**src/rtl/matvec_loader_pkg.sv**
```systemverilog
// Shared sizes and FSM encoding for the matvec feeder (matvec_loader).
// Imported by the loader and its bench.
package matvec_pkg;

    localparam int DIM       = 8;
    localparam int DATA_W    = 8;
    localparam int FRAME_LEN = DIM + DIM * DIM;

    typedef enum logic [2:0] {
        IDLE,
        LOAD_B,
        LOAD_A,
        FIRE,
        WAIT_DONE
    } ldr_state_t;

endpackage

```
**src/rtl/matvec_loader.sv**
```systemverilog
// Byte-stream feeder for matvec_mult: B vector then row-major A into the FIFOs.
// Optional MATVEC_LOADER_PERF_EN adds a saturating stall counter output.
module matvec_loader #(
    parameter int DIM    = matvec_pkg::DIM,
    parameter int DATA_W = matvec_pkg::DATA_W
) (
    input  logic              clk,
    input  logic              rst,
    input  logic              go,
    input  logic              in_valid,
    output logic              in_ready,
    input  logic [DATA_W-1:0] in_data,
    input  logic              b_full,
    input  logic [DIM-1:0]    a_full,
    output logic              b_wr_en,
    output logic [DIM-1:0]    a_wr_en,
    output logic [DATA_W-1:0] wr_data,
    output logic              mv_clr,
    output logic              mv_start,
    input  logic              mv_done,
    output logic              busy
`ifdef MATVEC_LOADER_PERF_EN
    ,
    output logic [15:0]       stall_cnt
`endif
);

    import matvec_pkg::*;

    localparam int CNT_W = $clog2(DIM * DIM) + 1;
    localparam int ROW_W = (DIM > 1) ? $clog2(DIM) : 1;

    localparam logic [CNT_W-1:0] B_LAST = CNT_W'(DIM - 1);
    localparam logic [CNT_W-1:0] A_LAST = CNT_W'(DIM * DIM - 1);
    localparam logic [CNT_W-1:0] DIM_C  = CNT_W'(DIM);

    ldr_state_t       state;
    logic [CNT_W-1:0] b_idx;
    logic [CNT_W-1:0] a_cnt;
    logic [ROW_W-1:0] row;
    logic             load_b;
    logic             load_a;
    logic             xfer;

    assign load_b = (state == LOAD_B);
    assign load_a = (state == LOAD_A);

    // Row of A currently being streamed; selects both the full flag and the strobe.
    assign row = ROW_W'(a_cnt / DIM_C);

    assign in_ready = (load_b & ~b_full)
                    | (load_a & ~a_full[row]);

    assign xfer    = in_valid & in_ready;
    assign b_wr_en = xfer & load_b;
    assign a_wr_en = (xfer & load_a) ? (DIM'(1) << row) : '0;
    assign wr_data = in_data;
    assign busy    = (state != IDLE);

    // Frame sequencer: counters, state and the registered clr/start pulses.
    always_ff @(posedge clk) begin
        if (rst) begin
            state    <= IDLE;
            b_idx    <= '0;
            a_cnt    <= '0;
            mv_clr   <= 1'b0;
            mv_start <= 1'b0;
        end else begin
            mv_clr   <= 1'b0;
            mv_start <= 1'b0;
            unique case (state)
                IDLE: begin
                    if (go) begin
                        state  <= LOAD_B;
                        b_idx  <= '0;
                        a_cnt  <= '0;
                        mv_clr <= 1'b1;
                    end
                end
                LOAD_B: begin
                    if (xfer) begin
                        if (b_idx == B_LAST) begin
                            state <= LOAD_A;
                            b_idx <= '0;
                        end else begin
                            b_idx <= b_idx + 1'b1;
                        end
                    end
                end
                LOAD_A: begin
                    if (xfer) begin
                        if (a_cnt == A_LAST) begin
                            state <= FIRE;
                            a_cnt <= '0;
                        end else begin
                            a_cnt <= a_cnt + 1'b1;
                        end
                    end
                end
                FIRE: begin
                    mv_start <= 1'b1;
                    state    <= WAIT_DONE;
                end
                WAIT_DONE: begin
                    if (mv_done) begin
                        state <= IDLE;
                    end
                end
                default: begin
                    state <= IDLE;
                end
            endcase
        end
    end

`ifdef MATVEC_LOADER_PERF_EN
    // Count cycles where the source offered a byte but the target FIFO was full.
    always_ff @(posedge clk) begin
        if (rst) begin
            stall_cnt <= '0;
        end else if ((state == IDLE) && go) begin
            stall_cnt <= '0;
        end else if ((load_b | load_a) && in_valid && !in_ready
                     && (stall_cnt != 16'hFFFF)) begin
            stall_cnt <= stall_cnt + 16'd1;
        end
    end
`endif

endmodule

```
**config.mk**
```make
export PLATFORM = sky130hd
export DESIGN_NAME = matvec_loader
export DESIGN_NICKNAME = d
export VERILOG_FILES = /design/src/rtl/matvec_loader_pkg.sv /design/src/rtl/matvec_loader.sv
export SDC_FILE = /design/constraint.sdc
export NUM_CORES = 1
export LEC_CHECK = 0
export ABC_AREA = 0
export CAP_MARGIN = 20
export CORE_MARGIN = 3
export CORE_UTILIZATION = 49
export CTS_CLUSTER_SIZE = 12
export DETAILED_ROUTE_END_ITERATION = 8
export PLACE_DENSITY = 0.89
export SKIP_LAST_GASP = 1
export SLEW_MARGIN = 40
export SYNTH_ARGS = -nofsm -noshare
export SYNTH_HDL_FRONTEND = slang
export SYNTH_SLANG_ARGS = --single-unit
export TNS_END_PERCENT = 50
```
**constraint.sdc**
```tcl
create_clock -name clk -period 4.2 [get_ports clk]
set_clock_uncertainty 0.05 [all_clocks]
set_input_delay 0.84 -clock clk [delete_from_list [all_inputs] [get_ports clk]]
set_output_delay 0.84 -clock clk [all_outputs]
set_load 0.005 [all_outputs]
```
* Word level (Yosys, flattened, before mapping)
Cells that the tools add are included.
** Storage, ports and cells
- Output and inout bits :: 21
- Register bits after elaboration :: 19
- Word-level logic and storage cells :: 57
- Input bits :: 22
** Operators by class
- Mux-type cells :: 19
- Shift operators :: 1
- Bitwise operators :: 9
- Magnitude comparators :: 1
- Reduce and logical (&&, ||, !) cells :: 8
- $add $sub $neg :: 2
- Equal/unequal tests :: 12
** Operators with widths (count)
- $mux W7 :: 5
- $pmux W7 S2 :: 2
- $mux W3 :: 6
- $pmux W3 S5 :: 1
- $add A7 B1 Y7 const B :: 2
- $mux W8 :: 1
- $ne A2 B1 Y1 const B :: 4
- $shl A1 B3 Y8 const A :: 1
- $eq A7 B3 Y1 const B :: 1
- $eq A7 B6 Y1 const B :: 1
- $eq A3 B2 Y1 const B :: 2
- $reduce_and A3 Y1 :: 2
- $reduce_and A6 Y1 :: 1
- $and A1 B1 Y1 :: 5
- $lt A3 B4 Y1 const B :: 1
- $ne A2 B2 Y1 const B :: 2
- $reduce_bool A2 Y1 :: 2
- $bmux W1 S3 :: 1
- $eq A3 B1 Y1 const B :: 1
- $eq A3 B3 Y1 const B :: 1
- $logic_not A3 Y1 :: 1
- $mux W1 :: 3
- $not A1 Y1 :: 3
- $reduce_bool A3 Y1 :: 1
- other kinds (2) :: 2

* Longest topological paths before layout
Gate-level depths: netlist of run 1.
- Word-level depth :: 8
- Mapped depth :: 7
- Depth with buffers taken out :: 6

* Worst setup path after synthesis of run 1
OpenSTA, ideal clock, no wires.
- Path kind :: input to output
- Start point :: in a_full[0]
- End point :: out a_wr_en[6]
- Path buffers :: 0
- Data required time :: 3.310 ns
- Data arrival time :: 2.239 ns
- Setup slack :: 1.071 ns
- Stages :: 5
- Cells stage by stage :: mux2_4 o32a_1 and2_4 or4b_4 nor2_1
** On the way
- Longest elaborated chain between the ends :: 8
** Ends and longest elaborated chain
- start: declaration :: RTL line matvec_loader.sv:14 : input logic [DIM-1:0] a_full,
- $bmux W1 S3 :: RTL line matvec_loader.sv:52 : | (load_a & ~a_full[row]);
- $mux W1 (not written as such) :: RTL line matvec_loader.sv:52
- $not A1 Y1 :: RTL line matvec_loader.sv:52
- $and A1 B1 Y1 :: RTL line matvec_loader.sv:52
- $or A1 B1 Y1 :: RTL line matvec_loader.sv:52
- $and A1 B1 Y1 :: RTL line matvec_loader.sv:54 : assign xfer = in_valid & in_ready;
- $and A1 B1 Y1 :: RTL line matvec_loader.sv:56 : assign a_wr_en = (xfer & load_a) ? (DIM'(1) << row) : '0;
- $mux W8 :: RTL line matvec_loader.sv:56
- end: declaration :: RTL line matvec_loader.sv:16 : output logic [DIM-1:0] a_wr_en,
Every way passes these cells. The select of a mux whose other input is x is not followed.

* Worst setup path after layout of run 1
- Start point :: in a_full[0]
- End point :: out a_wr_en[3]
The elaborated chain is that of the path after synthesis.

==> results of run 1 <==
## cell families (layout without fill, tap and decap cells)
kind of cell	after synthesis	in the layout	share of synthesized area, %
flops	19	19	28.3
mux	6	6	5.31
compound gates	41	41	20.7
simple gates	77	77	34.1
buf+inv	21	34	9.78
fa+ha+maj	2	2	1.86
## layout make-up
type | instances | area [sq um] | share of cell area (%)
timing repair buffer | 26 | 260 | 16.8
tap | 30 | 37.5 | 2.42
inverter | 4 | 15.0 | 0.968
multi-input combinational | 126 | 832 | 53.6
clock buffer | 4 | 26.3 | 1.69
sequential | 19 | 380 | 24.5
## where the power goes
group	internal [mW]	leakage, nW	switching, mW
sequential	0.195	0.154	0.0334
combinational	0.127	0.376	0.133
clock	0.0371	0.0150	0.0574
total	0.359	0.545	0.223
## per-stage QoR
| stage | setup slack (ns) | std cells | hold slack [ns] | instance area (sq um) |
|---|---|---|---|---|
| after detailed placement | 0.105 | 205 | 0.409 | 1530 |
| final | 0.116 | 209 | 0.424 | 1550 |
| after global placement | 0.144 | 205 | 0.402 | 1530 |
| after CTS | 0.100 | 209 | 0.424 | 1550 |
| after global routing | 0.0402 | 209 | 0.431 | 1550 |
| after floorplan | 1.07 | 166 | 0.395 | 1340 |
## layer usage
layer  GRT usage (%)  share of wire [%]
met2            32.5                 47
met5               0                  0
met1            21.4                 44
met4            8.28                2.0
met3            2.85                6.6
## sequential cells by signal (all words and copies together), names as in the netlist
name      cells
a_cnt         7
mv_clr        1
b_idx         7
mv_start      1
state         3
## final timing paths
check	endpoint	slack (ns)	depth (start not counted)
min reg2reg	a_cnt[6]	0.42	1
min	a_cnt[6]	0.42	1
max	a_wr_en[3]	0.12	7
max reg2reg	a_cnt[4]	1.86	5
## placed cells by master, fill, tap and decap left out, types with 3 or more instances in the layout
cell type / Yosys / layout
o21ai_0: 9 / 9
nand3b_1: 4 / 4
or3_1: 3 / 3
inv_1: 4 / 4
nor3_1: 4 / 4
dfxtp_1: 19 / 19
clkbuf_4: 0 / 3
clkdlybuf4s50_1: 0 / 26
a21oi_1: 14 / 14
nand2b_1: 6 / 6
nor2_1: 19 / 19
nand2_1: 8 / 8
or3b_1: 4 / 4
and3_1: 3 / 3
nand3_1: 5 / 5
mux2i_1: 3 / 3
nor2b_1: 5 / 5
==> results_dict.tcl, run 1 <==
set metrics [dict create \
    cts_sinks 19 \
    fin_nets 204 \
    die-height_um 58.4 \
    yosys_warnings 0 \
    min-delay-start "a_cnt[6]" \
    max_stage_delay_ns 0.54 \
    vias_per_cell 6.19 \
    period_minus_slack_ns 4.08 \
    syn_inst 166 \
    syn_nets 190 \
    vias 1294 \
    drc 0 \
    cp-start-kind "input pin" \
    status "finished clean" \
    synth_seq_cells 19 \
    critical-path-top-delay-family "buffers and inverters" \
    maxSlewHeadroom_pct 49.6 \
    p_total_mw 0.582 \
    fillers 228 \
    htreeDepth 1 \
    yosysTopAreaCellShare_pct 28.3 \
    die_w_um 58.4 \
    powerDensity_nw_per_um2 375 \
    final_layout_size_suffix_gt1_share_pct 8.94 \
    yosys-top-cells-count "19 x dfxtp_1, 19 x nor2_1, 14 x a21oi_1" \
    post-route-period-util_pct 97.2 \
    ys.flop_type "dfxtp_1" \
    ios 43 \
    arrival_ns 3.19 \
    clk_pin_slew_ns 0.11 \
    cts_made_buffers 3 \
    post-route-util_pct 61.0 \
    ant_nets 0 \
    max_freq_ghz 0.245 \
    cts_hold_buf 0 \
    synth_edf_count 0 \
    coreArea_sq_um 2540 \
    hold_viol_final 0 \
    final_max_slew_viol_count 0 \
    antenna_found_initial 0 \
    slowest_stage "or4_4" \
    power_leakage_nw 0.545 \
    diodes 0 \
    portBuffers 26 \
    reg2reg_from "a_cnt[4]" \
    firstDrtPassIters 4 \
    critPathKind "in -> out" \
    drt-total-wl_mm 3.01 \
    grt_pass1_vias 1175 \
    crit_path_start "a_full[0]" \
    ir_worst_vdd_mv 0.275 \
    initial_core_util_pct 52.8 \
    gp_congestion 0.861 \
    dp_hpwl_mm 2.26 \
    rows 18 \
    cp-end-kind "primary output" \
    grt_max_degree 20 \
    synth-seq-area-share_pct 28.3 \
    crit_chain "clkdlybuf4s50_1, mux2_4, o32a_1, and2_4, or4_4, nor2_1, clkdlybuf4s50_1" \
    clk_latency_ns 0.31 \
    drt-initial-drc-count 38 \
    cts-resized-gates 0 \
    cp_max_fo 5 \
    async_flop_share_pct 0 \
    gr-usage-all-layers_pct 18.3 \
    path_buf_inv 2 \
    setup_violations 0 \
    worst_slew_pin_slew_ns 0.754 \
    dieArea_sq_um 3410 \
    syn2layout_area_growth_pct 15.5 \
    syn_avg_cell_area_sq_um 8.10 \
    max_cap_violations 0 \
    post_cts_buffers 0 \
    ys_types 52 \
    rsz0062_at_grt "false" \
    synth_area_leaders "dfxtp_1 28%, nor2_1 5.3%, a21oi_1 5.2%" \
    grt_remaining_overflow 0 \
    yosysTopAreaCell "dfxtp_1" \
    clock_tree.root_cell "clkbuf_4" \
    hold_class "reg -> reg" \
    cts_tree "built" \
    setup_tns_ns 0 \
    syn_area_sq_um 1340 \
    grt_pass1_wl_mm 4.98 \
    clock_path_buffers 2 \
    routedWlPerCell_um 14.4 \
    crit_top_cell "clkdlybuf4s50_1" \
    cp.required_ns 3.31 \
]
(Power assumes the default switching activity.)
==> run 2, diff against run 1 <==
- PLACE_DENSITY: 0.89 -> 0.86
==> results_dict.tcl, run 2 (synthesized netlist as in run 1, its figures left out) <==
set metrics [dict create \
    vias 1263 \
    rows 18 \
    post_cts_buffers 0 \
    antenna_found_initial 0 \
    path_buf_inv 2 \
    max_freq_ghz 0.245 \
    reg_top3 "a_cnt: 7 flops, b_idx: 7 flops, state: 3 flops" \
    final_max_slew_viol_count 0 \
    drc 0 \
    syn2layout_area_growth_pct 15.7 \
    grt_remaining_overflow 0 \
    maxSlewHeadroom_pct 50.2 \
    portBuffers 26 \
    min-delay-start "a_cnt[6]" \
    cp_max_fo 5 \
    ir_worst_vdd_mv 0.362 \
    crit_chain "clkdlybuf4s50_1, mux2_4, o32a_1, and2_4, or4b_4, nor2_1, clkdlybuf4s50_1" \
    hold_class "reg -> reg" \
    die_w_um 58.4 \
    status "finished clean" \
    regArea_sq_um 380 \
    dp_hpwl_mm 2.37 \
    gr-usage-all-layers_pct 20.0 \
    clk_pin_slew_ns 0.11 \
    gp_congestion 0.852 \
    fin_nets 204 \
    cp-end-kind "primary output" \
    multi_input_area_sq_um 832 \
    arrival_ns 3.19 \
    cts-resized-gates 0 \
    grt_pass1_wl_mm 5.34 \
    powerDensity_nw_per_um2 372 \
    reg2reg_from "a_cnt[4]" \
    rsz0062_at_grt "false" \
    clock_tree.root_cell "clkbuf_4" \
    layout_commonest_cell "clkdlybuf4s50_1" \
    ant_nets 0 \
    critical-path-top-delay-family "buffers and inverters" \
    critPathKind "in -> out" \
    routedWlPerCell_um 15.0 \
    period_minus_slack_ns 4.08 \
    die-height_um 58.4 \
    power_leakage_nw 0.566 \
    htreeDepth 1 \
    setup_violations 0 \
    drt-initial-drc-count 51 \
    cp.required_ns 3.31 \
    cts_sinks 19 \
    crit_top_cell "clkdlybuf4s50_1" \
    hold_viol_final 0 \
    drt-total-wl_mm 3.13 \
    grt_max_degree 20 \
    max_cap_violations 0 \
    slowest_stage "or4b_4" \
    cp-start-kind "input pin" \
    ios 43 \
    cts_made_buffers 3 \
    diodes 0 \
    crit_path_start "a_full[0]" \
    coreArea_sq_um 2540 \
    cts_tree "built" \
    p_total_mw 0.579 \
    initial_core_util_pct 52.8 \
    clk_latency_ns 0.30 \
    vias_per_cell 6.04 \
    dieArea_sq_um 3410 \
    post-route-period-util_pct 97.2 \
    fillers 235 \
    fin_hold_ws_ns 0.420 \
    max_stage_delay_ns 0.56 \
    firstDrtPassIters 5 \
    grt_pass1_vias 1222 \
    cts_hold_buf 0 \
    final_layout_size_suffix_gt1_share_pct 9.50 \
    clock_path_buffers 2 \
    layout_common_cells "25 x clkdlybuf4s50_1, 19 x nor2_1, 19 x dfxtp_1" \
    worst_slew_pin_slew_ns 0.745 \
    setup_tns_ns 0 \
]
[run 2: cell types whose count changed in the layout (fill, tap and decap cells not counted)]
cell,previous run,this run
clkdlybuf4s50_1,26,25
clkbuf_1,1,0
dlymetal6s2s_1,0,1
clkinv_2,0,1
[run 2: layout make-up]
cell class | count | area share, %
multi-input cells | 126 | 53.5
flip-flops and latches | 19 | 24.5
repair buffers | 26 | 16.9
well taps | 30 | 2.41
clock buffers | 3 | 1.45
inverters | 4 | 0.965
clock inverters | 1 | 0.322
[run 2: stage by stage]
stage	cells	worst slack, ns	utilization [%]	area (sq um)
4_1_cts	209	0.0298	61.0	1550
3_3_place_gp	205	0.145	59.9	1530
2_1_floorplan	166	1.07	-	1340
6_report	209	0.116	61.1	1560
5_1_grt	209	0.0357	61.1	1560
3_5_place_dp	205	0.0302	59.9	1530
[run 2: routing by layer]
metal | track usage (%) | part of all wire [%] | up-vias
met5 | 0 | 0 | -
met4 | 8.28 | 1.8 | 0
met3 | 5.26 | 6.8 | 8
met2 | 35.6 | 50 | 45
met1 | 22.3 | 41 | 590
li1 | - | - | 620
[run 2: final timing paths]
path	slack (ns)	cells past startpoint	endpoint
worst max-delay path	0.12	7	a_wr_en[6]
worst min-delay path	0.42	1	a_cnt[6]
worst max register to register	1.85	5	a_cnt[4]
worst min register to register	0.42	1	a_cnt[6]
[run 2: power by group]
| group | switching [mW] | internal, mW | leakage, nW | total [mW] |
|---|---|---|---|---|
| registers | 0.0322 | 0.195 | 0.154 | 0.227 |
| clock network | 0.0566 | 0.0355 | 0.0177 | 0.0921 |
| logic | 0.133 | 0.127 | 0.395 | 0.260 |
[run 2: worst register-to-register path, cell delays in order (launching register included)]
cell,delay (ns)
dfxtp_1,0.59
mux2_4,0.34
o32a_1,0.30
a31o_1,0.32
or4_1,0.52
a21oi_1,0.15
==> run 3, diff against run 2 <==
- ABC_AREA: 0 -> 1
- CORE_MARGIN: 3 -> 4
- GPL_TIMING_DRIVEN: not set -> 0
- PLACE_DENSITY: 0.86 -> 0.87
==> results_dict.tcl, run 3 <==
set metrics [dict create \
    final_area_sq_um 1690 \
    clk_pin_slew_ns 0.10 \
    rsz0062_at_grt "false" \
    dieArea_sq_um 3540 \
    ios 43 \
    r2r_end "b_idx[1]" \
    fin_hold_ws_ns 0.418 \
    drt-initial-drc-count 44 \
    ys_types 28 \
    routedWlPerCell_um 10.7 \
    p_total_mw 0.664 \
    ys.flop_type "dfxtp_1" \
    placed_area_sq_um 1670 \
    ant_nets 0 \
    crit_top_cell "nand2_1" \
    grt_max_degree 11 \
    cp-end-kind "primary output" \
    grt_remaining_overflow 0 \
    worst_r2r_path_depth 9 \
    gp_congestion 0.931 \
    status "finished clean" \
    powerDensity_nw_per_um2 392 \
    setup_violations 0 \
    cts_tree "built" \
    yosysTopAreaCell "dfxtp_1" \
    post-route-period-util_pct 84.5 \
    hold_viol_final 0 \
    final_layout_size_suffix_gt1_share_pct 11.3 \
    synth_seq_cells 19 \
    synth_most_common_cell "nand2_1" \
    gr-usage-all-layers_pct 18.2 \
    arrival_ns 2.66 \
    period_minus_slack_ns 3.55 \
    max_stage_delay_ns 0.52 \
    power_leakage_nw 0.752 \
    portBuffers 33 \
    dp_hpwl_mm 2.32 \
    yosys-top-cells-count "59 x nand2_1, 43 x nor2_1, 19 x dfxtp_1, 19 x inv_1, 17 x nand3_1" \
    path_buf_inv 3 \
    post-route-util_pct 67.8 \
    cts_made_buffers 3 \
    maxSlewHeadroom_pct 72.9 \
    synth-seq-area-share_pct 29.3 \
    clock_path_buffers 2 \
    post_cts_buffers 0 \
    final_max_slew_viol_count 0 \
    grt_pass1_wl_mm 5.18 \
    synth_area_leaders "dfxtp_1 29%, nand2_1 17%, nor2_1 12%" \
    syn_avg_cell_area_sq_um 6.16 \
    initial_core_util_pct 52.0 \
    worst_slew_pin_slew_ns 0.407 \
    htreeDepth 1 \
    critPathKind "in -> out" \
    cts_sinks 19 \
    syn_inst 211 \
    syn_area_sq_um 1300 \
    cts-resized-gates 0 \
    syn2layout_area_growth_pct 30.3 \
    crit_chain "clkdlybuf4s50_1, nand2_1, nand2_1, nand2_1, nand2_1, nand2_1, nand3_1, nand2_2, nand3_2, inv_1, nand2_1, nor2_1, clkdlybuf4s50_1" \
    setup_tns_ns 0 \
    ff2ff_setup_slack_ns 2.30 \
    firstDrtPassIters 4 \
    rows 18 \
    grt_pass1_vias 1294 \
    syn_nets 235 \
    cp.required_ns 3.31 \
    synth_edf_count 0 \
    max_cap_violations 0 \
    diodes 0 \
    fin_nets 273 \
    cp_max_fo 4 \
    yosys_warnings 0 \
    slowest_stage "clkdlybuf4s50_1" \
    fillers 228 \
    holdPathStages 2 \
    drt-total-wl_mm 2.99 \
    async_flop_share_pct 0 \
    hold_class "reg -> reg" \
    reg_top3 "a_cnt: 7 flops, b_idx: 7 flops, state: 3 flops" \
    ir_worst_vdd_mv 0.366 \
    cp-start-kind "input pin" \
    max_freq_ghz 0.282 \
    hold_end "a_cnt[6]" \
    coreArea_sq_um 2500 \
    reg2reg_from "state[1]" \
    die_w_um 59.5 \
    clk_latency_ns 0.29 \
    yosysTopAreaCellShare_pct 29.3 \
    antenna_found_initial 0 \
    drc 0 \
    vias 1366 \
    vias_per_cell 4.91 \
    critical-path-top-delay-family "buffers and inverters" \
    min-delay-start "a_cnt[6]" \
    die-height_um 59.5 \
    cts_hold_buf 0 \
    layout_commonest_cell "nand2_1" \
    clock_tree.root_cell "clkbuf_4" \
    layout_common_cells "59 x nand2_1, 43 x nor2_1, 33 x clkdlybuf4s50_1" \
]
==> run 3: power breakdown <==
group | internal (mW) | leakage (nW) | total (mW) | switching, mW
Sequential | 0.213 | 0.155 | 0.244 | 0.0311
Combinational | 0.136 | 0.581 | 0.330 | 0.194
Clock | 0.0370 | 0.0150 | 0.0900 | 0.0530
Total | 0.386 | 0.752 | 0.664 | 0.278
==> run 3: worst min-delay path, delay by kind of cell (launching register included) <==
kind | cells | cell delay (ns)
AOI/OAI and AO/OA | 1 | 0.04
DFF | 1 | 0.33
and+or+nand+nor | 1 | 0.07
==> run 3: worst max-delay path by stage <==
stage              start         end  slack [ns]  depth (start not counted)
6_report       a_full[1]  a_wr_en[1]        0.65                         13
4_1_cts        a_full[3]  a_wr_en[1]        0.64                         13
2_1_floorplan  a_full[7]  a_wr_en[4]        1.68                         11
3_3_place_gp   a_full[7]  a_wr_en[7]        0.68                         13
5_1_grt        a_full[3]  a_wr_en[5]        0.49                         13
3_5_place_dp   a_full[3]  a_wr_en[1]        0.65                         13
==> run 3: area by class of cell <==
| class | instances | area [sq um] | area share [%] |
|---|---|---|---|
| plain buffers | 12 | 87.6 | 5.17 |
| clock buffers | 4 | 26.3 | 1.55 |
| inverters | 21 | 78.8 | 4.65 |
| multi-input cells | 159 | 753 | 44.5 |
| flip-flops and latches | 19 | 380 | 22.5 |
| well taps | 30 | 37.5 | 2.22 |
| repair buffers | 33 | 330 | 19.5 |
==> run 3: through the flow <==
step | cells | setup slack, ns
6_report | 278 | 0.649
4_1_cts | 278 | 0.644
5_1_grt | 278 | 0.490
2_1_floorplan | 211 | 1.68
3_3_place_gp | 274 | 0.684
3_5_place_dp | 274 | 0.651
==> run 3: routing by layer <==
metal / wire [um] / up-vias / track usage (%) / share of wire [%]
li1: - / 732 / - / -
met1: 1360 / 590 / 24.6 / 46
met2: 1360 / 40 / 30.7 / 46
met3: 232 / 4 / 3.05 / 7.8
met4: 27 / 0 / 3.16 / 0.90
met5: 0 / - / 0 / 0
==> run 3: cells by family after synthesis <==
| logic type | Yosys count | share of synthesized area, % |
|---|---|---|
| AND/OR/NAND/NOR | 135 | 45.6 |
| buffers and inverters | 33 | 12.8 |
| AO/OA/AOI/OAI | 19 | 8.37 |
| flip-flops | 19 | 29.3 |
| XOR/XNOR | 3 | 2.02 |
| adder cells (fa/ha/maj) | 2 | 1.92 |
